File: src/rtl/sram_stream_adapter.sv
// Valid/ready request front end for a 1-cycle-latency SRAM with an in-order response FIFO.
// Optional SRAM_ADAPTER_WR_ACK_EN: writes also return an acknowledge response.
module sram_stream_adapter #(
  parameter int unsigned DATA_WIDTH = 64,
  parameter int unsigned NUM_WORDS  = 1024,
  parameter int unsigned RESP_DEPTH = 2,
  localparam int unsigned AW = $clog2(NUM_WORDS),
  localparam int unsigned BW = (DATA_WIDTH + 7) / 8
) (
  input  logic                  clk_i,
  input  logic                  rst_ni,
  input  logic                  req_valid_i,
  output logic                  req_ready_o,
  input  logic                  req_we_i,
  input  logic [AW-1:0]         req_addr_i,
  input  logic [DATA_WIDTH-1:0] req_wdata_i,
  input  logic [BW-1:0]         req_be_i,
  output logic                  resp_valid_o,
  input  logic                  resp_ready_i,
  output logic [DATA_WIDTH-1:0] resp_rdata_o,
  output logic                  resp_err_o,
  output logic                  resp_we_o,
  output logic                  sram_req_o,
  output logic                  sram_we_o,
  output logic [AW-1:0]         sram_addr_o,
  output logic [DATA_WIDTH-1:0] sram_wdata_o,
  output logic [BW-1:0]         sram_be_o,
  input  logic [DATA_WIDTH-1:0] sram_rdata_i
);

  localparam int unsigned PW = (RESP_DEPTH > 1) ? $clog2(RESP_DEPTH) : 1;
  localparam int unsigned CW = $clog2(RESP_DEPTH + 1);

`ifdef SRAM_ADAPTER_WR_ACK_EN
  localparam bit WR_ACK = 1'b1;
`else
  localparam bit WR_ACK = 1'b0;
`endif

  typedef struct packed {
    logic [DATA_WIDTH-1:0] rdata;
    logic                  err;
    logic                  we;
  } resp_t;

  logic            acc;
  logic            in_rng;
  logic            rp;
  logic            push;
  logic            pop;
  logic            infl_q;
  logic            infl_err_q;
  logic            infl_we_q;
  logic [PW-1:0]   wr_ptr_q;
  logic [PW-1:0]   rd_ptr_q;
  logic [CW-1:0]   cnt_q;
  resp_t           fifo_q [RESP_DEPTH];
  resp_t           push_data;
  resp_t           head;

  function automatic logic [PW-1:0] ptr_inc(input logic [PW-1:0] p);
    return (p == PW'(RESP_DEPTH - 1)) ? '0 : p + PW'(1);
  endfunction

  // Request side: accept, range check, and whether the op owes a response
  always_comb begin
    in_rng       = 32'(req_addr_i) < NUM_WORDS;
    rp           = ~req_we_i | WR_ACK;
    pop          = resp_valid_o & resp_ready_i;
    req_ready_o  = ((32'(cnt_q) + 32'(infl_q)) < RESP_DEPTH) | pop;
    acc          = req_valid_i & req_ready_o;
    sram_req_o   = acc & in_rng;
    sram_we_o    = req_we_i;
    sram_addr_o  = req_addr_i;
    sram_wdata_o = req_wdata_i;
    sram_be_o    = req_be_i;
  end

  // One-deep in-flight tracker aligned with the SRAM read latency
  always_ff @(posedge clk_i or negedge rst_ni) begin
    if (!rst_ni) begin
      infl_q     <= 1'b0;
      infl_err_q <= 1'b0;
      infl_we_q  <= 1'b0;
    end else begin
      infl_q     <= acc & rp;
      infl_err_q <= ~in_rng;
      infl_we_q  <= req_we_i;
    end
  end

  always_comb begin
    push            = infl_q;
    push_data.rdata = (infl_err_q | infl_we_q) ? '0 : sram_rdata_i;
    push_data.err   = infl_err_q;
    push_data.we    = WR_ACK & infl_we_q;
  end

  // Response storage; contents need no reset because the head is gated by cnt
  always_ff @(posedge clk_i) begin
    if (push) begin
      fifo_q[wr_ptr_q] <= push_data;
    end
  end

  always_ff @(posedge clk_i or negedge rst_ni) begin
    if (!rst_ni) begin
      wr_ptr_q <= '0;
      rd_ptr_q <= '0;
      cnt_q    <= '0;
    end else begin
      if (push) begin
        wr_ptr_q <= ptr_inc(wr_ptr_q);
      end
      if (pop) begin
        rd_ptr_q <= ptr_inc(rd_ptr_q);
      end
      if (push && !pop) begin
        cnt_q <= cnt_q + CW'(1);
      end else if (pop && !push) begin
        cnt_q <= cnt_q - CW'(1);
      end
    end
  end

  always_comb begin
    head         = fifo_q[rd_ptr_q];
    resp_valid_o = (cnt_q != '0);
    resp_rdata_o = resp_valid_o ? head.rdata : '0;
    resp_err_o   = resp_valid_o & head.err;
    resp_we_o    = resp_valid_o & head.we;
  end

endmodule

File: config.mk
export PLATFORM = sky130hd
export DESIGN_NAME = sram_stream_adapter
export DESIGN_NICKNAME = d
export VERILOG_FILES = /design/src/rtl/sram_stream_adapter.sv
export SDC_FILE = /design/constraint.sdc
export NUM_CORES = 1
export LEC_CHECK = 0
export ABC_AREA = 1
export ABC_CLOCK_PERIOD_IN_PS = 4150
export CAP_MARGIN = 20
export CORE_MARGIN = 4
export CORE_UTILIZATION = 40
export CTS_BUF_LIST = sky130_fd_sc_hd__clkbuf_2 sky130_fd_sc_hd__clkbuf_4 sky130_fd_sc_hd__clkbuf_8
export CTS_CLUSTER_DIAMETER = 40
export CTS_CLUSTER_SIZE = 25
export DETAILED_ROUTE_END_ITERATION = 12
export PLACE_DENSITY = 0.78
export SLEW_MARGIN = 25
export SYNTH_ARGS = -nofsm -noshare
export SYNTH_HDL_FRONTEND = slang
export SYNTH_SLANG_ARGS = --single-unit
export TNS_END_PERCENT = 10
File: constraint.sdc
create_clock -name clk_i -period 4.15 [get_ports clk_i]
set_clock_uncertainty 0.15 [all_clocks]
set_input_delay 1.245 -clock clk_i [delete_from_list [all_inputs] [get_ports clk_i]]
set_output_delay 1.245 -clock clk_i [all_outputs]
set_load 0.01 [all_outputs]
==> results_dict.tcl, run 1 <==
set metrics [dict create \
    max_slew_margin_pct 43.45 \
    min_period_over_period_pct 94.36 \
    power_density_nw_per_um2 638.7 \
    postCtsSetupRepairBufs 0 \
    fp.dieW_um 135.5 \
    hold_ws_ns 0.3318 \
    ys_seq_area_share_pct 61.42 \
    gr-total-overflow 0 \
    path_class "in2out" \
    post-place-ws_ns 0.2296 \
    setup_violations 0 \
    cts.sinks 134 \
    drive_above_1_share_pct 16.36 \
    synth_area_leaders "edfxtp_1 59%, buf_4 11%, a21oi_2 8.1%, nand2_1 7.9%, inv_1 4.1%" \
    worst_slew_pin_slew_ns 0.8483 \
    gr-usage-all-layers_pct 14.42 \
    critPathMaxStageDelay_ns 0.53 \
    synth_xor_area_share_pct 0.4041 \
    synth.distinct_cells 19 \
    tritoncts "yes" \
    grt_use_met2_pct 23.53 \
    setup_ws_ns 0.2339 \
    avgSynthCellArea_um2 10.93 \
    use_met3_pct 8.061 \
    mappedNetlistArea_um2 6502 \
    yosys_warnings 0 \
    maxCapViolations 0 \
    mostFrequentLayoutCells "136 x nand2_1, 136 x clkdlybuf4s50_1, 128 x edfxtp_1, 70 x inv_1, 65 x nor2_1" \
    root_buffer "clkbuf_8" \
    cp_max_fo 2 \
    cts_made_buffers 17 \
    start_util_pct 40.93 \
    postRouteAntennaNets 0 \
    rsz0062_at_grt "no" \
    grt_max_degree 65 \
    period_needed_ns 3.916 \
    die_h_um 135.5 \
    cp-start-kind "primary input" \
    crit_chain "clkdlybuf4s50_1 -> inv_1 -> nand3_1 -> nand2_1 -> inv_1 -> clkdlybuf4s50_1" \
    num-fill-cells 1408 \
    first_pass_iters 4 \
    drt-initial-drc-count 178 \
    slowest_stage "clkdlybuf4s50_1" \
    hp-class "reg2reg" \
    synthAdderAreaFrac_pct 0.1924 \
    synth_top_area_share_pct 59.11 \
    clk_pin_slew_worst_paths_ns 0.07 \
    synth.mux.area_fraction_pct 0 \
    cp.arrival_ns 2.52 \
    fin_setup_tns_ns 0 \
    required_ns 2.75 \
    synthSimpleGateAreaFrac_pct 12.08 \
    hold_buffers 0 \
    status "completed" \
    pin_count 303 \
    grt_busiest_layer "met2" \
    route.vias.total 3993 \
    place_inst 844 \
    routed_wl_um 13170 \
    synth_top_family_by_area "buffers and inverters" \
    wl_per_cell_um 15.03 \
    vdd_drop_max_mv 0.3623 \
    clk_path_buf_depth 2 \
    grt_pass1_wl_um 20150 \
    antenna_found_initial 1 \
    diodes 0 \
    gp_congestion 0.7160 \
    viasPerCell 4.558 \
    slew_viol_final 0 \
    final_cells 876 \
    nets 799 \
    fmax_mhz 255.4 \
    syn_inst 595 \
    route.detailed.drc 0 \
    final_util_pct 49.13 \
    dp_hpwl_um 8681 \
    die_area_um2 18360 \
    ys_ff_latch 134 \
    use_met1_pct 15.35 \
    synth_compound_area_share_pct 8.389 \
    numPortBuffers 136 \
    hold_viol_final 0 \
    p_leak_uw 0.002996 \
    synth_top_area_cell "edfxtp_1" \
    rows 46 \
    fp.coreArea_um2 15890 \
    clk_latency_ns 0.44 \
    grt_pass1_vias 4044 \
    cp-end-kind "output pin" \
    cts_resized 0 \
    cts_max_level 4 \
    area_growth_pct 20.03 \
]
## cells by family after synthesis
| group | count (synthesis) |
|---|---|
| fa+ha+maj | 1 |
| simple gates | 206 |
| flops | 134 |
| xor+xnor | 3 |
| compound gates | 64 |
| buf+inv | 186 |
| other cells | 1 |
## per-stage QoR
| stage | power (uW) | area (um^2) |
|---|---|---|
| finish | 4985 | 7805 |
| global route | 5267 | 7805 |
| CTS | 5060 | 7805 |
| detailed placement | 3937 | 7391 |
| global placement | 3904 | 7391 |
| floorplan | 3079 | 6506 |
## layer usage
layer  wire [um]  share of wire [%]  up-vias
li1            -                  -     1923
met1        5110                 39     1871
met2        6328                 48      162
met3        1318                 10       35
met4         391                3.0        2
met5          20               0.15        -
## Yosys cell counts, drive strengths merged
| cell | instances |
|---|---|
| conb | 1 |
| xnor2 | 1 |
| dfrtp | 6 |
| nand4 | 1 |
| ha | 1 |
| edfxtp | 128 |
| buf | 112 |
| nand2 | 137 |
| inv | 74 |
| nand3 | 2 |
| a21oi | 64 |
| nor2 | 66 |
| xor2 | 2 |
## worst paths after layout
path | start | endpoint | slack (ns) | depth (start not counted)
setup reg to reg | wr_ptr_q$_DFFE_PN0P_ | fifo_q[1][27]$_DFFE_PP_ | 2.06 | 3
max in group asynchronous | rst_ni | rd_ptr_q$_DFFE_PN0P_ | 2.73 | 1
hold reg to reg | cnt_q[1]$_DFFE_PN0P_ | cnt_q[1]$_DFFE_PN0P_ | 0.33 | 2
min in group asynchronous | rst_ni | wr_ptr_q$_DFFE_PN0P_ | 0.89 | 1
hold / removal | cnt_q[1]$_DFFE_PN0P_ | cnt_q[1]$_DFFE_PN0P_ | 0.33 | 2
setup / recovery | resp_ready_i | sram_req_o | 0.23 | 6
## area by class of cell
cell class | count | area, um^2 | share of cell area (%)
multi-input combinational | 276 | 1385 | 17.75
clock inverter | 15 | 180.2 | 2.308
clock buffer | 17 | 234.0 | 2.998
inverter | 74 | 280.3 | 3.591
timing repair buffer | 144 | 1459 | 18.69
tap | 216 | 270.3 | 3.463
sequential | 134 | 3996 | 51.20
## sequential cells by signal (all words and copies together), names as in the netlist
signal and count:
fifo_q 128, cnt_q 2, infl_q 1, infl_we_q 1
rd_ptr_q 1, wr_ptr_q 1
## critical path: cells and delay by family
| kind | cells | cell delay [ns] |
|---|---|---|
| buffers and inverters | 4 | 1.10 |
| and+or+nand+nor | 2 | 0.17 |
## where the power goes
part	internal [uW]	switching (uW)	leakage, uW
combinational	983	1160	0.00153
clock	597	519	0.000202
sequential	1670	57.9	0.00126
No activity file was read; power rests on OpenSTA's default activity.
==> run 2: changes to the inputs <==
--- a/config.mk
+++ b/config.mk
@@ -15,6 +15,7 @@
 export CTS_CLUSTER_SIZE = 25
 export DETAILED_ROUTE_END_ITERATION = 12
 export PLACE_DENSITY = 0.78
+export RECOVER_POWER = 100
 export SLEW_MARGIN = 25
 export SYNTH_ARGS = -nofsm -noshare
 export SYNTH_HDL_FRONTEND = slang
==> run 2 against run 1 <==
  * The run now ends with capacitance limit, slew limit left
  * Flip-flop and latch count unchanged
  * Combinational power decreased by 7%
  * Fmax decreased by 1.6%
  * Critical path depth unchanged
  * Global-route usage unchanged
  * Highest routed layer is now met4
==> results_dict.tcl, run 2 (synthesized netlist as in run 1, its figures left out) <==
set metrics [dict create \
    cp.arrival_ns 2.58 \
    cts_resized 0 \
    worstHoldEndpoint "cnt_q[1]$_DFFE_PN0P_" \
    drive_above_1_share_pct 15.76 \
    top_register "fifo_q" \
    antenna_found_initial 2 \
    path_buf_inv 4 \
    rsz0062_at_grt "no" \
    grt_use_met2_pct 23.53 \
    crit_family "buffers and inverters" \
    p_total_uw 4830 \
    violations "capacitance limit, slew limit" \
    route.detailed.drc 0 \
    largest_reg_flops 128 \
    die_h_um 135.5 \
    grt_max_degree 65 \
    max_slew_margin_pct -52.48 \
    rows 46 \
    hold_viol_final 0 \
    cp_max_fo 2 \
    min_period_over_period_pct 95.89 \
    pin_count 303 \
    postRouteAntennaNets 0 \
    clk_latency_ns 0.45 \
    crit_path_frequent_cell "inv_1" \
    maxCapViolations 2 \
    place_inst 844 \
    postCtsSetupRepairBufs 0 \
    num-fill-cells 1416 \
    cp-start-kind "primary input" \
    fp.dieW_um 135.5 \
    slowest_stage "dlygate4sd3_1" \
    crit_chain "dlygate4sd3_1 -> inv_1 -> nand3_1 -> nand2_1 -> inv_1 -> clkdlybuf4s50_1" \
    r2r_cells 3 \
    p_leak_uw 0.003101 \
    use_met3_pct 8.061 \
    tritoncts "yes" \
    area_growth_pct 19.80 \
    fin_setup_tns_ns 0 \
    final_common_cell "nand2_1" \
    min_path_cells 2 \
    power_density_nw_per_um2 620.0 \
    fp.coreArea_um2 15890 \
    route.vias.total 3974 \
    period_needed_ns 3.980 \
    die_area_um2 18360 \
    setup_ws_ns 0.1704 \
    use_met1_pct 15.35 \
    routed_wl_um 13140 \
    cp-end-kind "output pin" \
    final_cells 878 \
    worst_slew_pin_slew_ns 2.279 \
    nets 799 \
    rrSetupSlack_ns 1.15 \
    setup_violations 0 \
    hold_buffers 0 \
    grt_busiest_layer "met2" \
    cts_made_buffers 17 \
    fmax_mhz 251.3 \
    gr-usage-all-layers_pct 14.42 \
    viasPerCell 4.526 \
    root_buffer "clkbuf_8" \
    gr-total-overflow 0 \
    required_ns 2.75 \
    gp_congestion 0.7160 \
    grt_pass1_vias 4044 \
    clk_pin_slew_worst_paths_ns 0.07 \
    numPortBuffers 136 \
    status "finished with violations" \
    cts.sinks 134 \
    drt-initial-drc-count 143 \
    r2r-end "fifo_q[0][47]$_DFFE_PP_" \
    first_pass_iters 4 \
    vdd_drop_max_mv 0.3504 \
    slew_viol_final 67 \
    cp_num_cells 6 \
    post-place-ws_ns 0.2296 \
    clk_path_buf_depth 2 \
    critPathMaxStageDelay_ns 0.55 \
    wl_per_cell_um 14.97 \
    start_util_pct 40.93 \
    cts_max_level 4 \
    hp-class "reg2reg" \
    regToRegStartpoint "infl_q$_DFF_PN0_" \
    dp_hpwl_um 8681 \
    top_regs "fifo_q: 128 flops, cnt_q: 2 flops" \
    path_class "in2out" \
    mostFrequentLayoutCells "136 x nand2_1, 128 x edfxtp_1, 105 x dlygate4sd3_1, 71 x inv_1, 66 x nor2_1" \
    grt_pass1_wl_um 20150 \
    hp-start "cnt_q[1]$_DFFE_PN0P_" \
]
run 2: how the worst max path moves through the flow:
stage	from	end	slack, ns
CTS	resp_ready_i	sram_req_o	0.23
global route	rd_ptr_q$_DFFE_PN0P_	resp_rdata_o[55]	0.08
detailed placement	resp_ready_i	sram_req_o	0.23
floorplan	infl_q$_DFF_PN0_	fifo_q[0][0]$_DFFE_PP_	0.39
finish	resp_ready_i	sram_req_o	0.17
global placement	resp_ready_i	sram_req_o	0.26
run 2: tightest hold or removal path: stages (launching register included):
cell	delay [ns]
dfrtp_1	0.35
nand2_1	0.05
nand2_1	0.05
run 2: power breakdown:
group	switching, uW	internal, uW
sequential	55.0	1680
clock	517	596
combinational	1140	848
total	1710	3120
run 2: layer usage:
metal | share of wire, % | vias to the layer above
li1 | - | 1925
met1 | 38 | 1857
met2 | 49 | 159
met3 | 10 | 33
met4 | 3.0 | 0
met5 | 0 | -
run 2: per-stage QoR:
| stage | util (%) | hold WS [ns] | instance area [um^2] |
|---|---|---|---|
| 5_1_grt | 49.02 | 0.3547 | 7787 |
| 3_5_place_dp | 46.53 | 0.3171 | 7391 |
| 4_1_cts | 49.13 | 0.3351 | 7805 |
| 2_1_floorplan | - | 0.2917 | 6506 |
| 3_3_place_gp | 46.53 | 0.3063 | 7391 |
| 6_report | 49.04 | 0.3317 | 7790 |
run 2: layout make-up:
type | instances | area, um^2 | share of cell area [%]
multi-input combinational | 276 | 1378 | 17.68
tap | 216 | 270.3 | 3.469
antenna | 2 | 5.005 | 0.06425
timing repair buffer | 144 | 1450 | 18.62
clock buffer | 17 | 234.0 | 3.004
inverter | 74 | 277.8 | 3.566
sequential | 134 | 3995 | 51.28
clock inverter | 15 | 180.2 | 2.313
